### src/rtl/seq_det_pkg.sv
// seq_det_pkg
// Shared constants and helpers for the programmable sequence detector.
//   DEF_PAT / DEF_LEN : pattern loaded at reset (10110, five bits, LSB-aligned)
//   calc_len_w        : width needed to hold a length value 0..max_len
//   sat_inc           : increment that sticks at max_val
package seq_det_pkg;

    localparam logic [7:0] DEF_PAT = 8'b0001_0110;
    localparam int         DEF_LEN = 5;

    function automatic int calc_len_w(input int max_len);
        return $clog2(max_len + 1);
    endfunction

    function automatic int unsigned sat_inc(input int unsigned val,
                                            input int unsigned max_val);
        return (val >= max_val) ? val : val + 32'd1;
    endfunction

endpackage

### src/rtl/seq_match_cmp.sv
// seq_match_cmp
// Combinational match check of the post-shift history against the active
// pattern over the low len_i bits.
//   hist_i  : history including the bit being sampled (newest bit in bit 0)
//   pat_i   : active pattern, LSB-aligned
//   len_i   : active pattern length (1..MAX_LEN)
//   fill_i  : number of eligible bits held after this sample
//   match_o : enough eligible bits and the low len_i bits agree
module seq_match_cmp #(
    parameter int MAX_LEN = 8,
    parameter int LEN_W   = 4
) (
    input  logic [MAX_LEN-1:0] hist_i,
    input  logic [MAX_LEN-1:0] pat_i,
    input  logic [LEN_W-1:0]   len_i,
    input  logic [LEN_W-1:0]   fill_i,
    output logic               match_o
);

    logic [MAX_LEN-1:0] mask;

    always_comb begin
        mask = '0;
        for (int i = 0; i < MAX_LEN; i++) begin
            mask[i] = (LEN_W'(i) < len_i);
        end
        match_o = (fill_i >= len_i) && (((hist_i ^ pat_i) & mask) == '0);
    end

endmodule

### src/rtl/param_seq_detector.sv
// param_seq_detector
// Runtime-programmable serial sequence detector with saturating match count.
//   clk_i, rst_i     : clock, synchronous active-high reset
//   data_i, valid_i  : serial bit and its qualifier
//   overlap_i        : 1 = matched bits may start the next match
//   pat_load_i       : load pat_in_i / len_in_i (wins over valid_i)
//   pat_in_i, len_in_i : new pattern (bit len-1 received first) and length
//   cnt_clr_i        : clear match counter (a same-cycle match leaves 1)
//   detected_o       : one-cycle pulse after the final pattern bit is sampled
//   match_count_o    : saturating match count
//   load_err_o       : one-cycle pulse on a rejected load
//   cur_len_o        : active pattern length
module param_seq_detector
    import seq_det_pkg::*;
#(
    parameter int                 MAX_LEN = 8,
    parameter int                 CNT_W   = 8,
    parameter logic [MAX_LEN-1:0] DEF_PAT = MAX_LEN'(seq_det_pkg::DEF_PAT),
    parameter int                 DEF_LEN = seq_det_pkg::DEF_LEN,
    parameter int                 LEN_W   = calc_len_w(MAX_LEN)
) (
    input  logic               clk_i,
    input  logic               rst_i,
    input  logic               data_i,
    input  logic               valid_i,
    input  logic               overlap_i,
    input  logic               pat_load_i,
    input  logic [MAX_LEN-1:0] pat_in_i,
    input  logic [LEN_W-1:0]   len_in_i,
    input  logic               cnt_clr_i,
    output logic               detected_o,
    output logic [CNT_W-1:0]   match_count_o,
    output logic               load_err_o,
    output logic [LEN_W-1:0]   cur_len_o
);

    localparam int unsigned CNT_MAX = (32'd1 << CNT_W) - 32'd1;

    // Only MAX_LEN-1 past bits are stored: together with the incoming bit
    // they form the full MAX_LEN-bit window used for comparison.
    logic [MAX_LEN-2:0] hist_q, hist_d;
    logic [MAX_LEN-1:0] pat_q, pat_d;
    logic [LEN_W-1:0]   len_q, len_d;
    logic [LEN_W-1:0]   fill_q, fill_d;
    logic               det_q, det_d;
    logic               err_q, err_d;
    logic [CNT_W-1:0]   cnt_q, cnt_d;

    logic [MAX_LEN-1:0] hist_n;
    logic [LEN_W-1:0]   fill_n;
    logic               hit;
    logic               len_ok;
    logic [MAX_LEN-1:0] load_mask;
    logic [CNT_W-1:0]   cnt_base;

    assign hist_n = {hist_q, data_i};
    assign fill_n = (fill_q == LEN_W'(MAX_LEN)) ? fill_q : fill_q + LEN_W'(1);
    assign len_ok = (len_in_i != '0) && (len_in_i <= LEN_W'(MAX_LEN));

    seq_match_cmp #(
        .MAX_LEN (MAX_LEN),
        .LEN_W   (LEN_W)
    ) u_cmp (
        .hist_i  (hist_n),
        .pat_i   (pat_q),
        .len_i   (len_q),
        .fill_i  (fill_n),
        .match_o (hit)
    );

    always_comb begin
        load_mask = '0;
        for (int i = 0; i < MAX_LEN; i++) begin
            load_mask[i] = (LEN_W'(i) < len_in_i);
        end
    end

    always_comb begin
        pat_d    = pat_q;
        len_d    = len_q;
        hist_d   = hist_q;
        fill_d   = fill_q;
        det_d    = 1'b0;
        err_d    = 1'b0;
        // Clear applies first so a coincident match leaves the counter at 1.
        cnt_base = cnt_clr_i ? '0 : cnt_q;
        cnt_d    = cnt_base;

        if (pat_load_i) begin
            if (len_ok) begin
                pat_d  = pat_in_i & load_mask;
                len_d  = len_in_i;
                hist_d = '0;
                fill_d = '0;
            end else begin
                err_d = 1'b1;
            end
        end else if (valid_i) begin
            hist_d = hist_n[MAX_LEN-2:0];
            // Non-overlapping mode discards every bit of a completed match.
            fill_d = (hit && !overlap_i) ? '0 : fill_n;
            det_d  = hit;
            if (hit) begin
                cnt_d = CNT_W'(sat_inc(32'(cnt_base), CNT_MAX));
            end
        end
    end

    always_ff @(posedge clk_i) begin
        if (rst_i) begin
            pat_q  <= DEF_PAT;
            len_q  <= LEN_W'(DEF_LEN);
            hist_q <= '0;
            fill_q <= '0;
            det_q  <= 1'b0;
            err_q  <= 1'b0;
            cnt_q  <= '0;
        end else begin
            pat_q  <= pat_d;
            len_q  <= len_d;
            hist_q <= hist_d;
            fill_q <= fill_d;
            det_q  <= det_d;
            err_q  <= err_d;
            cnt_q  <= cnt_d;
        end
    end

    assign detected_o    = det_q;
    assign load_err_o    = err_q;
    assign match_count_o = cnt_q;
    assign cur_len_o     = len_q;

endmodule

### config.mk
export PLATFORM = sky130hd
export DESIGN_NAME = param_seq_detector
export DESIGN_NICKNAME = d
export VERILOG_FILES = /design/src/rtl/seq_det_pkg.sv /design/src/rtl/seq_match_cmp.sv /design/src/rtl/param_seq_detector.sv
export SDC_FILE = /design/constraint.sdc
export NUM_CORES = 1
export LEC_CHECK = 0
export CAP_MARGIN = 20
export CORE_AREA = 2 2 60 62
export CTS_CLUSTER_DIAMETER = 60
export DETAILED_ROUTE_END_ITERATION = 6
export DIE_AREA = 0 0 62 64
export GPL_TIMING_DRIVEN = 1
export PLACE_DENSITY = 0.79
export SYNTH_ARGS = -nofsm -noshare
export SYNTH_HDL_FRONTEND = slang
export SYNTH_SLANG_ARGS = --single-unit
### constraint.sdc
create_clock -name clk_i -period 5.6 [get_ports clk_i]
set_input_delay 1.4 -clock clk_i [delete_from_list [all_inputs] [get_ports clk_i]]
set_output_delay 1.4 -clock clk_i [all_outputs]
set_load 0.02 [all_outputs]
==> results of run 1 <==
[how the worst min path moves through the flow]
stage / from / to / slack, ns / cells past startpoint
floorplan: pat_q[4]$_SDFFE_PP1P_ / pat_q[4]$_SDFFE_PP1P_ / 0.43 / 2
global route: pat_q[4]$_SDFFE_PP1P_ / pat_q[4]$_SDFFE_PP1P_ / 0.48 / 2
finish: pat_q[4]$_SDFFE_PP1P_ / pat_q[4]$_SDFFE_PP1P_ / 0.46 / 2
global placement: pat_q[4]$_SDFFE_PP1P_ / pat_q[4]$_SDFFE_PP1P_ / 0.45 / 2
CTS: pat_q[4]$_SDFFE_PP1P_ / pat_q[4]$_SDFFE_PP1P_ / 0.46 / 2
detailed placement: pat_q[4]$_SDFFE_PP1P_ / pat_q[4]$_SDFFE_PP1P_ / 0.45 / 2
[cell usage in the layout, fill, tap and decap left out, types with 5 or more instances in the layout]
master           instances
a21oi_1                 13
a22o_1                   9
clkbuf_4                 5
clkdlybuf4s50_1         32
dfxtp_1                 33
ha_1                     7
inv_1                    9
nand2_1                 13
nand2b_1                 6
nand3_1                  7
nor2_1                  16
o21ai_0                 11
or3_1                    5
xnor2_1                  5
xor2_1                   7
[registers in the layout, indices dropped and copies added, names as in the netlist]
signal,count
match_count_o,8
pat_q,8
detected_o,1
fill_q,4
load_err_o,1
hist_q,7
cur_len_o,4
[power by group through the flow]
stage / logic, mW / clock network [mW] / registers, mW
2_1_floorplan: 0.0402 / 0 / 0.253
3_3_place_gp: 0.0647 / 0 / 0.253
3_5_place_dp: 0.0654 / 0 / 0.253
4_1_cts: 0.0662 / 0.122 / 0.248
5_1_grt: 0.0733 / 0.136 / 0.248
6_report: 0.0660 / 0.122 / 0.248
[layout make-up]
class / instances / area, um^2 / share of cell area [%]
clock buffers: 5 / 37.54 / 1.779
clock inverters: 1 / 5.005 / 0.2372
inverters: 10 / 37.54 / 1.779
multi-input cells: 147 / 991.0 / 46.98
flip-flops and latches: 33 / 660.6 / 31.32
well taps: 46 / 57.56 / 2.728
repair buffers: 32 / 320.3 / 15.18
[metal layers]
layer,up-vias,routed length (um)
met5,-,0
met4,0,33
met3,4,156
met2,37,1722
met1,702,1805
li1,783,-
[worst max-delay path, cell delays in order]
cell             delay [ns]
clkdlybuf4s50_1        0.58
nand2b_1               0.20
inv_1                  0.06
ha_1                   0.20
nand3_1                0.11
nor2_1                 0.09
a31oi_1                0.22
nand4_2                0.28
or3_1                  0.42
a21oi_1                0.13
[cells by family (layout without fill, tap and decap cells)]
group / Yosys count / count (layout)
AND/OR/NAND/NOR: 67 / 67
adder cells (fa/ha/maj): 7 / 7
multiplexers: 1 / 1
flip-flops: 33 / 33
buffers and inverters: 21 / 48
AO/OA/AOI/OAI: 60 / 60
XOR/XNOR: 12 / 12
==> results.ini, run 1 <==
[layout]
antenna_cells = 0
utilization_pct = 64.23
drive_above_1_share_pct = 7.018
final_area_um2 = 2110
fill_cells = 295
final_nets = 255
fin_cells = 274
area_delta_synth_final_pct = 20.51

[critical_path]
critPathKind = in2reg
cp.required_ns = 5.86
reg2reg_slack_ns = 2.92
end_kind = register
reg2reg_to = fill_q[3]$_SDFFE_PP0P_
crit_end = match_count_o[2]$_SDFF_PP0_
r2r_cells = 12
crit_path_start = cnt_clr_i
r2r-start = fill_q[0]$_SDFFE_PP0P_
cp.arrival_ns = 3.69
critical_path.startpoint_type = input pin
path_max_fanout = 12

[cts]
clk_path_buf_depth = 2
tritoncts = done
cts-root-buf = clkbuf_4
cts_resized = 0
clk_pin_slew_ns = 0.11
cts_buffers = 5
worst_skew_pair.late_latency_ns = 0.33
cts-hold-fix-buffers = 0
clock_sink_count = 33
cts_setup_buffers = 0
h-tree-depth = 2

[place]
port_buffers = 32
gp_congestion = 0.8063
dp_slack_ns = 1.842
place_hpwl_mm = 2.715
place_area_um2 = 2067
dp_cells = 268

[routing]
initialDrtViolationCount = 83
viasPerCell = 5.569
ant_nets = 0
wl_per_cell_um = 13.57
wirelength_mm = 3.717
first_pass_iters = 4
vias = 1526
drcViolationCount = 0

[logic_synthesis]
synthArstFlopShare_pct = 0
yosysMostFrequentCell = dfxtp_1
synth_compound_gate_area_share_pct = 24.09
synth.area.top_cells = dfxtp_1 (38%), ha_1 (5.0%), a22o_1 (4.5%)
synth_top_area_share_pct = 37.74
netlist_instances = 201
synthAdderAreaFrac_pct = 5.004
netlist_area_um2 = 1750
synthMuxAreaShare_pct = 0.5718
ys_types = 48
synth-simple-area-share_pct = 20.94
synth_common_cells = dfxtp_1 (33), nor2_1 (16), a21oi_1 (13), nand2_1 (13), o21ai_0 (11)
synth_top_family_by_area = compound AO/OA/AOI/OAI gates
ys_ff_latch = 33
synth-main-ff-cell = dfxtp_1
synth.avg_cell_area_um2 = 8.709
synth-xor-area-share_pct = 6.004
seq_area_frac_synth_pct = 37.74
synth_nets = 227
ys_warn_count = 0
yosysTopAreaCell = dfxtp_1
synth_edf_count = 0

[power]
sw_frac_of_total_pct = 27.28
p_leak_nw = 0.7943
power_frac_comb_pct = 15.2
fin_total_pwr_mw = 0.4356
ir_drop_uv = 164.9
power_density_nw_per_um2 = 206.5
switchingPower_mw = 0.1188
pwr-share-clk_pct = 28.0
p_seq_share_pct = 56.9
p_int_mw = 0.3168

[sta]
worstMarginPinSlew_ns = 0.8349
holdWs_ns = 0.4642
finalCritPeriodShare_pct = 61.30
hold_viol = 0
fin_skew_ns = 0.01696
setup_tns_ns = 0
drv_slew = 0
max-slew-margin-rel_pct = 44.16
worst_slack_ns = 2.167
fmax_mhz = 291.3
finalCriticalPeriod_ns = 3.433
rsz0062_at_grt = false
finalSetupViolCount = 0

[global_route]
grt_max_degree = 24
grt_busiest_layer = met2
antenna_found_initial = 0
grt_overflow = 0
grtUsageMet1_pct = 28.43
grt_first_pass_wirelength_mm = 6.154
use_met2_pct = 31.51
use_met3_pct = 6.073
grt_usage_pct = 20.55
grt_pass1_vias = 1328

[die]
core_area_um2 = 3284
io_pins = 33
fp.dieH_um = 64
die_x_um = 62
die_area_um2 = 3968
std_cell_rows = 21
initial_core_util_pct = 53.30

[job]
maxCapViolCount = 0

[worst_hold_path]
hp-class = reg2reg

[outcome]
outcome = finished clean

Note: power is estimated with default switching activity, not from simulation.
==> run 2: changes to the inputs <==
--- a/config.mk
+++ b/config.mk
@@ -6,12 +6,12 @@
 export NUM_CORES = 1
 export LEC_CHECK = 0
 export CAP_MARGIN = 20
-export CORE_AREA = 2 2 60 62
+export CORE_AREA = 2 2 62 64
 export CTS_CLUSTER_DIAMETER = 60
 export DETAILED_ROUTE_END_ITERATION = 6
-export DIE_AREA = 0 0 62 64
+export DIE_AREA = 0 0 64 66
 export GPL_TIMING_DRIVEN = 1
-export PLACE_DENSITY = 0.79
+export PLACE_DENSITY = 0.74
 export SYNTH_ARGS = -nofsm -noshare
 export SYNTH_HDL_FRONTEND = slang
 export SYNTH_SLANG_ARGS = --single-unit
==> constraint.sdc (replaced) <==
create_clock -name clk_i -period 3.4 [get_ports clk_i]
set_input_delay 0.85 -clock clk_i [delete_from_list [all_inputs] [get_ports clk_i]]
set_output_delay 0.85 -clock clk_i [all_outputs]
set_load 0.02 [all_outputs]
==> run 2 against run 1 <==
Net effect: worst hold slack better by 0.0082 ns; clock skew is 0.0064 ns lower; register-to-register slack worse by 2.1 ns; sequential share of layout area is 0.97 points lower; power is 79% higher; combinational power is 71% higher; first-iteration DRC count is 11% higher; clock-buffer cell count is 2 higher; critical endpoint is now match_count_o[3]$_SDFF_PP0_; largest cell class unchanged.
==> results.ini, run 2 (synthesis results as in run 1) <==
[routing]
initialDrtViolationCount = 92
wl_per_cell_um = 13.05
vias = 1539
wirelength_mm = 3.694
viasPerCell = 5.438
ant_nets = 0
drcViolationCount = 0
first_pass_iters = 4

[critical_path]
reg2reg_to = match_count_o[3]$_SDFF_PP0_
critical-path-top-delay-family = simple AND/OR/NAND/NOR gates
r2r-start = fill_q[0]$_SDFFE_PP0P_
critPathKind = in2reg
slowest_delay_ns = 0.48
cp.required_ns = 3.68
worstPathCellList = clkdlybuf4s50_1, nand2b_1, inv_1, ha_1, nand3_1, nor2_1, a31oi_1, nand4_2, or3_1, a21oi_1
cp_slowest_cell = clkdlybuf4s50_1
path_max_fanout = 12
end_kind = register
reg2reg_slack_ns = 0.81
critical_path.startpoint_type = input pin
cp.arrival_ns = 3.00
crit_buf_inv = 2
r2r_cells = 12

[global_route]
grt_first_pass_wirelength_mm = 6.423
grt_max_degree = 23
grt_usage_pct = 19.59
grt_pass1_vias = 1437
antenna_found_initial = 0
grt_overflow = 0

[worst_hold_path]
holdPathStages = 2
hp-start = pat_q[4]$_SDFFE_PP1P_
worstHoldEndpoint = pat_q[4]$_SDFFE_PP1P_
hp-class = reg2reg

[die]
fp.dieH_um = 66
initial_core_util_pct = 49.30
std_cell_rows = 22
die_x_um = 64
io_pins = 33
die_area_um2 = 4224
core_area_um2 = 3551

[sta]
setup_tns_ns = 0
max-slew-margin-rel_pct = 48.62
finalSetupViolCount = 0
finalCriticalPeriod_ns = 2.711
worstMarginPinSlew_ns = 0.7679
fmax_mhz = 368.9
holdWs_ns = 0.4723
hold_viol = 0
rsz0062_at_grt = false
finalCritPeriodShare_pct = 79.74
fin_skew_ns = 0.01058
drv_slew = 0

[cts]
tritoncts = done
cts_setup_buffers = 0
clock_sink_count = 33
cts-hold-fix-buffers = 0
cts_resized = 0
worst_skew_pair.late_latency_ns = 0.34
cts_buffers = 5
clk_path_buf_depth = 2
h-tree-depth = 2
cts-root-buf = clkbuf_4
clk_pin_slew_ns = 0.11

[layout]
drive_above_1_share_pct = 9.787
final_nets = 260
antenna_cells = 0
final_common_cell = dfxtp_1
fill_cells = 336
area_delta_synth_final_pct = 24.37
layout_common_cells = dfxtp_1 (33), clkdlybuf4s50_1 (32), nor2_1 (16)

[outcome]
outcome = finished clean

[place]
gp_congestion = 0.8237
place_hpwl_mm = 2.731
port_buffers = 32

[power]
ir_drop_uv = 216.4
p_leak_nw = 0.8327
power_density_nw_per_um2 = 357.5

[job]
maxCapViolCount = 0

## run 2: worst max path at each step
stage	slack, ns	endpoint	cells after the start	from
floorplan	1.05	match_count_o[5]$_SDFF_PP0_	10	cnt_clr_i
global placement	0.39	match_count_o[2]$_SDFF_PP0_	10	cnt_clr_i
detailed placement	0.34	match_count_o[3]$_SDFF_PP0_	10	cnt_clr_i
CTS	0.69	match_count_o[3]$_SDFF_PP0_	10	cnt_clr_i
global route	0.53	match_count_o[3]$_SDFF_PP0_	12	fill_q[0]$_SDFFE_PP0P_
finish	0.69	match_count_o[3]$_SDFF_PP0_	10	cnt_clr_i
## run 2: worst register-to-register path: cells and delay by family (launching register included)
kind	cells	cell delay, ns
multiplexers	1	0.20
adder cells (fa/ha/maj)	2	0.40
buffers and inverters	1	0.09
AO/OA/AOI/OAI	4	0.61
AND/OR/NAND/NOR	4	0.83
flip-flops	1	0.40
## run 2: metrics by stage
| stage | area, um^2 | utilization (%) | cells | power [mW] | setup slack [ns] |
|---|---|---|---|---|---|
| 6_report | 2177 | 61.31 | 283 | 0.7784 | 0.6889 |
| 5_1_grt | 2177 | 61.31 | 283 | 0.8148 | 0.5291 |
| 4_1_cts | 2177 | 61.31 | 283 | 0.7850 | 0.6940 |
| 3_5_place_dp | 2107 | 59.34 | 275 | 0.5303 | 0.3415 |
| 3_3_place_gp | 2107 | 59.34 | 275 | 0.5299 | 0.3942 |
| 2_1_floorplan | 1750 | - | 201 | 0.4833 | 1.047 |
## run 2: final cells by class
type                    count  area (um^2)  share of cell area, %
clock buffers               7        65.06                  2.989
clock inverters             1        5.005                 0.2299
inverters                  10        37.54                  1.724
multi-input cells         147        991.0                  45.52
flip-flops and latches     33        660.6                  30.34
well taps                  48        60.06                  2.759
repair buffers             37        357.8                  16.44
## run 2: metal layers
metal	share of wire (%)	GRT usage, %	vias up
li1	-	-	790
met1	47	23.63	711
met2	48	33.46	32
met3	4.1	5.451	6
met4	1.4	6.522	0
met5	0	0	-
## run 2: power breakdown
part | internal [mW] | switching [mW]
sequential | 0.397 | 0.0116
clock | 0.120 | 0.137
combinational | 0.0575 | 0.0557
total | 0.574 | 0.204
